==> src/rtl/rggen_avalon_bridge.sv <==
// rggen bus to Avalon-MM host bridge: one outstanding transfer, waitrequest-paced.
// Optional watchdog abort when RGGEN_AVALON_BRIDGE_TIMEOUT_EN is defined.
//
// state   | meaning
// --------+-----------------------------------------------------------
// IDLE    | waiting for i_valid; captures the request into the command regs
// BUSY    | Avalon command driven, waiting for waitrequest low (or watchdog)
// RESPOND | o_ready pulse with the captured status/readdata

module rggen_avalon_bridge #(
    parameter int                   ADDRESS_WIDTH   = 8,
    parameter int                   BUS_WIDTH       = 32,
    parameter int                   TIMEOUT_CYCLES  = 256,
    parameter logic [BUS_WIDTH-1:0] ERROR_READ_DATA = '0
) (
    input  logic                     i_clk,
    input  logic                     i_rst,
    input  logic                     i_valid,
    input  logic [1:0]               i_access,
    input  logic [ADDRESS_WIDTH-1:0] i_address,
    input  logic [BUS_WIDTH-1:0]     i_write_data,
    input  logic [BUS_WIDTH/8-1:0]   i_strobe,
    output logic                     o_ready,
    output logic [1:0]               o_status,
    output logic [BUS_WIDTH-1:0]     o_read_data,
    output logic                     o_read,
    output logic                     o_write,
    output logic [ADDRESS_WIDTH-1:0] o_address,
    output logic [BUS_WIDTH/8-1:0]   o_byteenable,
    output logic [BUS_WIDTH-1:0]     o_writedata,
    input  logic                     i_waitrequest,
    input  logic [1:0]               i_response,
    input  logic [BUS_WIDTH-1:0]     i_readdata
);

    // rggen_access encoding for a read; every other code is treated as a write
    localparam logic [1:0] RGGEN_READ  = 2'b10;
    localparam logic [1:0] SLAVE_ERROR = 2'b10;

    if (TIMEOUT_CYCLES < 2) begin : g_param_check
        $error("rggen_avalon_bridge: TIMEOUT_CYCLES must be >= 2");
    end

    typedef enum logic [1:0] {
        IDLE,
        BUSY,
        RESPOND
    } state_e;

    state_e                     state_q, state_d;
    logic                       read_q, read_d;
    logic                       write_q, write_d;
    logic                       ready_q, ready_d;
    logic [1:0]                 status_q, status_d;
    logic [BUS_WIDTH-1:0]       read_data_q, read_data_d;
    logic [ADDRESS_WIDTH-1:0]   address_q, address_d;
    logic [BUS_WIDTH/8-1:0]     byteenable_q, byteenable_d;
    logic [BUS_WIDTH-1:0]       writedata_q, writedata_d;

`ifdef RGGEN_AVALON_BRIDGE_TIMEOUT_EN
    localparam int CNT_W = $clog2(TIMEOUT_CYCLES + 1);
    logic [CNT_W-1:0] timeout_cnt_q, timeout_cnt_d;
`endif

    always_comb begin
        state_d      = state_q;
        read_d       = read_q;
        write_d      = write_q;
        ready_d      = 1'b0;
        status_d     = status_q;
        read_data_d  = read_data_q;
        address_d    = address_q;
        byteenable_d = byteenable_q;
        writedata_d  = writedata_q;
`ifdef RGGEN_AVALON_BRIDGE_TIMEOUT_EN
        timeout_cnt_d = timeout_cnt_q;
`endif
        case (state_q)
            IDLE: begin
                if (i_valid) begin
                    address_d    = i_address;
                    byteenable_d = i_strobe;
                    writedata_d  = i_write_data;
                    read_d       = (i_access == RGGEN_READ);
                    write_d      = (i_access != RGGEN_READ);
                    state_d      = BUSY;
`ifdef RGGEN_AVALON_BRIDGE_TIMEOUT_EN
                    timeout_cnt_d = '0;
`endif
                end
            end
            BUSY: begin
                if (!i_waitrequest) begin
                    status_d    = i_response;
                    read_data_d = read_q ? i_readdata : '0;
                    read_d      = 1'b0;
                    write_d     = 1'b0;
                    ready_d     = 1'b1;
                    state_d     = RESPOND;
                end
`ifdef RGGEN_AVALON_BRIDGE_TIMEOUT_EN
                else begin
                    timeout_cnt_d = timeout_cnt_q + CNT_W'(1);
                    // this waiting cycle is the one that reaches the limit
                    if (timeout_cnt_q == CNT_W'(TIMEOUT_CYCLES - 1)) begin
                        status_d    = SLAVE_ERROR;
                        read_data_d = ERROR_READ_DATA;
                        read_d      = 1'b0;
                        write_d     = 1'b0;
                        ready_d     = 1'b1;
                        state_d     = RESPOND;
                    end
                end
`endif
            end
            RESPOND: begin
                state_d = IDLE;
            end
            default: begin
                state_d = IDLE;
                read_d  = 1'b0;
                write_d = 1'b0;
            end
        endcase
    end

    always_ff @(posedge i_clk or posedge i_rst) begin
        if (i_rst) begin
            state_q      <= IDLE;
            read_q       <= 1'b0;
            write_q      <= 1'b0;
            ready_q      <= 1'b0;
            status_q     <= 2'b00;
            read_data_q  <= '0;
            address_q    <= '0;
            byteenable_q <= '0;
            writedata_q  <= '0;
        end else begin
            state_q      <= state_d;
            read_q       <= read_d;
            write_q      <= write_d;
            ready_q      <= ready_d;
            status_q     <= status_d;
            read_data_q  <= read_data_d;
            address_q    <= address_d;
            byteenable_q <= byteenable_d;
            writedata_q  <= writedata_d;
        end
    end

`ifdef RGGEN_AVALON_BRIDGE_TIMEOUT_EN
    always_ff @(posedge i_clk or posedge i_rst) begin
        if (i_rst) begin
            timeout_cnt_q <= '0;
        end else begin
            timeout_cnt_q <= timeout_cnt_d;
        end
    end
`else
    // ERROR_READ_DATA only matters to the watchdog abort path
    logic [BUS_WIDTH-1:0] unused_error_read_data;
    assign unused_error_read_data = ERROR_READ_DATA;
`endif

    assign o_ready      = ready_q;
    assign o_status     = status_q;
    assign o_read_data  = read_data_q;
    assign o_read       = read_q;
    assign o_write      = write_q;
    assign o_address    = address_q;
    assign o_byteenable = byteenable_q;
    assign o_writedata  = writedata_q;

endmodule
==> config.mk <==
export PLATFORM = sky130hd
export DESIGN_NAME = rggen_avalon_bridge
export DESIGN_NICKNAME = d
export VERILOG_FILES = /design/src/rtl/rggen_avalon_bridge.sv
export SDC_FILE = /design/constraint.sdc
export NUM_CORES = 1
export LEC_CHECK = 0
export BUFFER_PORTS_ARGS = -buffer_cell sky130_fd_sc_hd__buf_2
export CAP_MARGIN = 5
export CELL_PAD_IN_SITES_DETAIL_PLACEMENT = 1
export CELL_PAD_IN_SITES_GLOBAL_PLACEMENT = 1
export CORE_MARGIN = 3
export CORE_UTILIZATION = 34
export DETAILED_ROUTE_END_ITERATION = 10
export GPL_TIMING_DRIVEN = 0
export PLACE_DENSITY = 0.82
export SKIP_LAST_GASP = 1
export SLEW_MARGIN = 20
export SYNTH_ARGS = -nofsm -noshare
export SYNTH_HDL_FRONTEND = slang
export SYNTH_SLANG_ARGS = --single-unit
export TNS_END_PERCENT = 100
==> constraint.sdc <==
create_clock -name i_clk -period 3.6 [get_ports i_clk]
set_input_delay 0.72 -clock i_clk [delete_from_list [all_inputs] [get_ports i_clk]]
set_output_delay 0.72 -clock i_clk [all_outputs]
set_load 0.01 [all_outputs]
==> metrics.cfg, run 1 <==
[routing]
wl_per_cell_um = 14.7
routed_via_density = 4.59
wirelength_um = 8060
route.vias.total = 2513
route.detailed.drc = 0
drtIter0Drc = 34
ant_nets = 0
first_pass_iters = 4

[clock_tree]
cts_resized = 0
path_clk_slew_ns = 0.08
cts_tree = yes
cts_sinks = 83
postCtsSetupRepairBufs = 0
insertion_delay_ns = 0.34
ctsHoldBuffers = 0
clockRootBuffer = clkbuf_8
clock_path_buffers = 2
htreeDepth = 3
cts_buffers = 9

[power_and_ir_drop]
pwr-share-comb_pct = 31.7
total_power_mw = 3.01
pwr-share-clk_pct = 22.9
pwr_density_cell_nw_per_um2 = 688
cellLeakagePower_nw = 2.41
vdd_drop_max_mv = 0.224
switching_power_mw = 0.949
seq_power_share_pct = 45.4
swShare_pct = 31.5
p_int_mw = 2.07

[synth]
synthArstFlopShare_pct = 100
synth_top_cell_by_area = dfrtp_1
synth_commonest_cells = dfrtp_1 (83), nand2_1 (71), mux2_2 (38), nand3_1 (33)
ys_ff_latch = 83
avgSynthCellArea_um2 = 12.3
synth-edff-count = 0
syn_nets = 345
yosysWarnings = 0
yosys.area.top_type_share_pct = 64.7
synth_cell_type_count = 20
synth_area_um2 = 3210
ys.flop_type = dfrtp_1
ys_seq_area_share_pct = 64.7
synthCells = 261
netlist_top_cells_area = dfrtp_1 (65%), mux2_2 (13%), nand2_1 (8.3%)
synth_most_common_cell = dfrtp_1

[sta]
fin_crit_sh_pct = 45.5
skew_ns = 0.0103
rsz0062_at_grt = no
fin_crit_ns = 1.64
slew_viol_final = 0
setup_viol = 0
fmaxAchievable_ghz = 0.611
worst_slack_ns = 1.96
worst_pin_slew_ns = 0.547
finalHoldViolations = 0
maxSlewHeadroom_pct = 63.5

[setup_path]
critPathArrivalTime_ns = 1.85
rr_endpoint = o_writedata[23]
start_kind = flop
reg2reg_depth = 4
crit_path_cell_trace = nand2b_1 -> nor2_4 -> buf_4 -> mux2_2
crit_path_end = o_writedata[23]
cp_slowest_cell = dfrtp_1
required_ns = 3.81
startpoint = state_q[0]
regToRegSetupSlack_ns = 1.96
cp-end-kind = flop
critPathMaxFanout = 10
r2r-start = state_q[0]
max_stage_delay_ns = 0.45
worstSetupPathType = flop to flop

[final_layout]
design_area_um2 = 4380
antenna_cells = 0
final_core_util_pct = 49.1
drive_above_1_share_pct = 52.7
area.growth.synth_to_final_pct = 36.6
fillers = 1035
fin_nets = 521

[die]
die_area_um2 = 10600
core_um2 = 8930
num_rows = 34
start_util_pct = 35.9
die_h_um = 103
die_w_um = 103
io_pins = 165

[placed_design]
post-dp-hpwl_um = 6330
dpl_cell_area_um2 = 4190
portBuffers = 164
place_congestion = 0.716
dpl_worst_slack_ns = 1.67

[worst_hold_path]
hp-class = primary input to asynchronous set/reset pin

[global_routing]
grt_usage_pct = 15.4
grt_pass1_vias = 2651
grt_max_degree = 44
overflow = 0
antenna_found_initial = 0
grt_first_pass_wirelength_um = 12600

[job]
maxCapViolCount = 0

[status]
status = completed

## routing by layer
| metal | track usage (%) | share of wire, % | up-vias |
|---|---|---|---|
| met5 | 0 | 0 | - |
| met4 | 6.27 | 1.6 | 0 |
| met1 | 18.4 | 42 | 1182 |
| li1 | - | - | 1211 |
| met3 | 5.01 | 9.2 | 12 |
| met2 | 25.8 | 47 | 108 |
## worst max-delay path: cells and delay by family, from the launching register on
| family | cells | cell delay (ns) |
|---|---|---|
| AND/OR/NAND/NOR | 2 | 0.47 |
| flip-flops | 1 | 0.45 |
| multiplexers | 1 | 0.35 |
| buffers and inverters | 1 | 0.24 |
## worst min path at each step
stage                           end  cells after the start
floorplan                state_q[0]                      1
global placement     o_read_data[9]                      2
detailed placement  o_read_data[28]                      2
CTS                         o_write                      2
global route        o_writedata[18]                      2
finish              o_writedata[18]                      2
## sequential cells by signal, summed over array words and instances, names as in the netlist
name,count
o_address,8
o_byteenable,4
o_read,1
o_read_data,32
o_ready,1
o_status,2
o_write,1
o_writedata,32
state_q,2
## cell usage in the layout (no fill, tap or decap), drive strengths merged
cell type    n
nand3       33
nand2       71
a32oi        1
mux2        44
inv          3
or3b         1
dfrtp       83
o21ai        1
buf        179
o2bb2ai      1
a22o         1
bufinv       2
nor2b        2
nand2b       1
a21oi        2
clkbuf      12
nor2         1
clkinv       2
## cell families (layout without fill, tap and decap cells)
kind of cell | count (synthesis) | after routing | synth area share [%]
AOI/OAI and AO/OA | 6 | 6 | 1.29
DFF | 83 | 83 | 64.7
buffers and inverters | 19 | 198 | 3.90
muxes | 44 | 44 | 15.4
and+or+nand+nor | 109 | 109 | 14.7
## cell type report
class	count	area [um2]	share of cell area, %
multi-input cells	159	1010	23.0
repair buffers	165	841	19.2
well taps	108	135	3.08
clock buffers	11	131	3.00
plain buffers	15	105	2.40
clock inverters	3	65.1	1.48
flip-flops and latches	83	2080	47.4
inverters	4	22.5	0.514
## metrics by stage
step / cells / TNS [ns] / hold slack (ns)
floorplan: 261 / 0 / 0.501
global placement: 533 / -15.57 / 0.447
detailed placement: 534 / 0 / 0.453
CTS: 548 / 0 / 0.445
global route: 548 / 0 / 0.467
finish: 548 / 0 / 0.438
## power by group through the flow
stage | Clock [mW] | Combinational, mW | Sequential (mW)
4_1_cts | 0.711 | 0.983 | 1.37
5_1_grt | 0.758 | 1.07 | 1.41
3_3_place_gp | 0 | 0.949 | 1.37
2_1_floorplan | 0 | 0.385 | 1.52
6_report | 0.690 | 0.957 | 1.37
3_5_place_dp | 0 | 0.983 | 1.39
(Power assumes the default switching activity.)
==> run 2, diff against run 1 <==
--- a/config.mk
+++ b/config.mk
@@ -10,10 +10,10 @@
 export CELL_PAD_IN_SITES_DETAIL_PLACEMENT = 1
 export CELL_PAD_IN_SITES_GLOBAL_PLACEMENT = 1
 export CORE_MARGIN = 3
-export CORE_UTILIZATION = 34
+export CORE_UTILIZATION = 30
 export DETAILED_ROUTE_END_ITERATION = 10
 export GPL_TIMING_DRIVEN = 0
-export PLACE_DENSITY = 0.82
+export PLACE_DENSITY = 0.77
 export SKIP_LAST_GASP = 1
 export SLEW_MARGIN = 20
 export SYNTH_ARGS = -nofsm -noshare
==> constraint.sdc (replaced) <==
create_clock -name i_clk -period 1.3 [get_ports i_clk]
set_input_delay 0.26 -clock i_clk [delete_from_list [all_inputs] [get_ports i_clk]]
set_output_delay 0.26 -clock i_clk [all_outputs]
set_load 0.01 [all_outputs]
==> run 2 against run 1 <==
Against the previous run:
- the flow now finishes with violations (negative setup slack)
- design area up 11%
- die area up 13%
- via count up 7.2%
- critical path depth up 1
- clock skew down 0.0041 ns
- total power rose to 3.0 times the previous value
- first-iteration DRC count up 18%
- utilization down 2.0 points
- register-to-register slack worse by 2.1 ns
- sequential share of layout area down 4.8 points
- combinational power rose to 3.4 times the previous value
- sequential power rose to 2.8 times the previous value
- critical endpoint is now o_address[0]
- highest routed layer unchanged
==> metrics.cfg, run 2 (same netlist as run 1, synthesis figures left out) <==
[power_and_ir_drop]
pwr-share-clk_pct = 21.0  ; -1.9 points
switching_power_mw = 2.92  ; +210%
swShare_pct = 32.8  ; +1.3 points
cellLeakagePower_nw = 2.61  ; +8.3%
pwr-share-comb_pct = 36.3  ; +4.6 points
p_int_mw = 5.99  ; +190%
vdd_drop_max_mv = 0.583  ; +160%
pwr_density_cell_nw_per_um2 = 1820  ; +170%
seq_power_share_pct = 42.7  ; -2.7 points

[setup_path]
cp-end-kind = flop
crit_path_end = o_address[0]
r2r-start = state_q[0]
critPathMaxFanout = 10  ; unchanged
required_ns = 1.53  ; -2.28 ns
start_kind = flop
startpoint = state_q[0]
reg2reg_depth = 5  ; +1
critPathArrivalTime_ns = 1.65  ; -0.20 ns
rr_endpoint = o_address[0]
regToRegSetupSlack_ns = -0.12  ; -2.09 ns
worstSetupPathType = flop to flop

[sta]
fin_crit_sh_pct = 109  ; +64 points
skew_ns = 0.00621  ; -0.00405 ns
worst_pin_slew_ns = 0.579  ; +0.0315 ns
maxSlewHeadroom_pct = 61.3  ; -2.2 points
rsz0062_at_grt = yes
fin_crit_ns = 1.42  ; -0.214 ns
setup_viol = 76  ; +76
finalHoldViolations = 0  ; unchanged
worst_slack_ns = -0.123  ; -2.09 ns
slew_viol_final = 0  ; unchanged
fmaxAchievable_ghz = 0.703  ; +15%
setup_tns_ns = -4.90  ; -4.90 ns
whs_ns = 0.118  ; -0.320 ns

[die]
core_um2 = 10400  ; +16%
die_w_um = 109  ; +6.1%
io_pins = 165  ; unchanged
num_rows = 37  ; +8.8%
start_util_pct = 30.9  ; -5.0 points
die_area_um2 = 12000  ; +13%
die_h_um = 109  ; +6.1%

[routing]
first_pass_iters = 4  ; unchanged
route.detailed.drc = 0  ; unchanged
met3_wirelength_um = 735  ; -1.1%
dr_wl_met2_um = 4830  ; +26%
wl_per_cell_um = 15.7  ; +6.5%
topRoutingLayerUsed = met4
drtIter0Drc = 40  ; +18%
met1_length_um = 3700  ; +10%
routed_via_density = 4.51  ; -1.7%
wirelength_um = 9370  ; +16%
ant_nets = 0  ; unchanged
route.vias.total = 2695  ; +7.2%

[global_routing]
grt_usage_pct = 15.3  ; -0.11 points
grt_max_degree = 36  ; -18%
overflow = 0  ; unchanged
grt_first_pass_wirelength_um = 14200  ; +12%
grt_pass1_vias = 2853  ; +7.6%
antenna_found_initial = 0  ; unchanged

[final_layout]
fin_nets = 541  ; +3.8%
antenna_cells = 0  ; unchanged
area.sequential_um2 = 2080  ; +0.12%
final_common_cell = buf_2
fillers = 1194  ; +15%
mostFrequentLayoutCells = buf_2 (167), dfrtp_1 (81), nand2_1 (69)
final_core_util_pct = 47.1  ; -2.0 points
drive_above_1_share_pct = 61.7  ; +9.0 points
area.growth.synth_to_final_pct = 52.1
multiInputGateArea_um2 = 1140  ; +13%
final_cells = 598  ; +9.1%

[clock_tree]
cts_sinks = 83  ; unchanged
cts_tree = yes
clock_path_buffers = 2  ; unchanged
clockRootBuffer = clkbuf_8
insertion_delay_ns = 0.34  ; about the same
path_clk_slew_ns = 0.08  ; about the same
htreeDepth = 3  ; unchanged
cts_buffers = 9  ; unchanged

[status]
violations = negative setup slack
status = finished, violations left

[placed_design]
dp.cells = 563  ; +5.4%
dpl_worst_slack_ns = -0.324  ; -1.99 ns
post-dp-hpwl_um = 6880  ; +8.6%
place_congestion = 0.692  ; -3.4%
portBuffers = 164  ; unchanged

[job]
maxCapViolCount = 0  ; unchanged

[worst_hold_path]
hp-class = primary input to flop

[run 2: cell count changes in the layout (fill, tap and decap cells not counted), moves of 3 or more]
cell	delta
buf_2	-3
buf_6	+3
buf_8	+5
mux2_1	-6
nand3_2	+16
mux2_2	-4
buf_4	+6
nand3_1	-16
mux2_4	+10
buf_12	+5
clkbuf_1	-3
[run 2: layout make-up]
class / count / share of cell area [%]
plain buffers: 15 / 3.79
clock buffers: 10 / 2.82
clock inverters: 6 / 1.33
inverters: 4 / 0.641
multi-input cells: 159 / 23.4
flip-flops and latches: 83 / 42.6
well taps: 136 / 3.49
repair buffers: 184 / 21.8
repair inverters: 1 / 0.179
[run 2: stage by stage]
stage	total power, mW	cell area, um2
after floorplan	5.42	3270
after global placement	6.58	4260
after detailed placement	6.75	4300
after CTS	8.97	4820
after global routing	9.52	4880
final	8.91	4880
[run 2: how the worst min path moves through the flow]
stage / from / endpoint / slack [ns] / cells after the start
detailed placement: i_rst / o_writedata[25] / 0.36 / 2
CTS: i_response[0] / o_status[0] / 0.1 / 3
global route: i_write_data[9] / o_writedata[9] / 0.12 / 2
global placement: o_read_data[29] / o_read_data[29] / 0.45 / 2
floorplan: i_response[0] / o_status[0] / 0.37 / 2
finish: i_response[0] / o_status[0] / 0.12 / 3
[run 2: power by group through the flow]
stage / clock network (mW) / registers (mW) / logic [mW]
floorplan: 0 / 4.22 / 1.20
detailed placement: 0 / 3.87 / 2.88
global placement: 0 / 3.80 / 2.78
finish: 1.87 / 3.80 / 3.23
global route: 2.09 / 3.91 / 3.51
CTS: 1.95 / 3.82 / 3.21
[run 2: timing repair]
action,CTS,global route
gates resized for setup,40,7
setup buffers,13,1
gates cloned,2,2
setup endpoints to repair,79,80
endpoints found under the hold margin,23,0
pin swaps,33,0
hold buffers,1,0
[run 2: critical path, stage by stage (launching register included)]
cell and delay, ns:
dfrtp_2 0.42, nand2b_4 0.16, nor2_4 0.10, buf_12 0.14, buf_8 0.14, mux2_2 0.35
[run 2: metal layers]
metal | up-vias | track usage (%)
met2 | 99 | 27.6
met4 | 0 | 5.34
met5 | - | 0
li1 | 1257 | -
met1 | 1330 | 17.4
met3 | 9 | 4.11
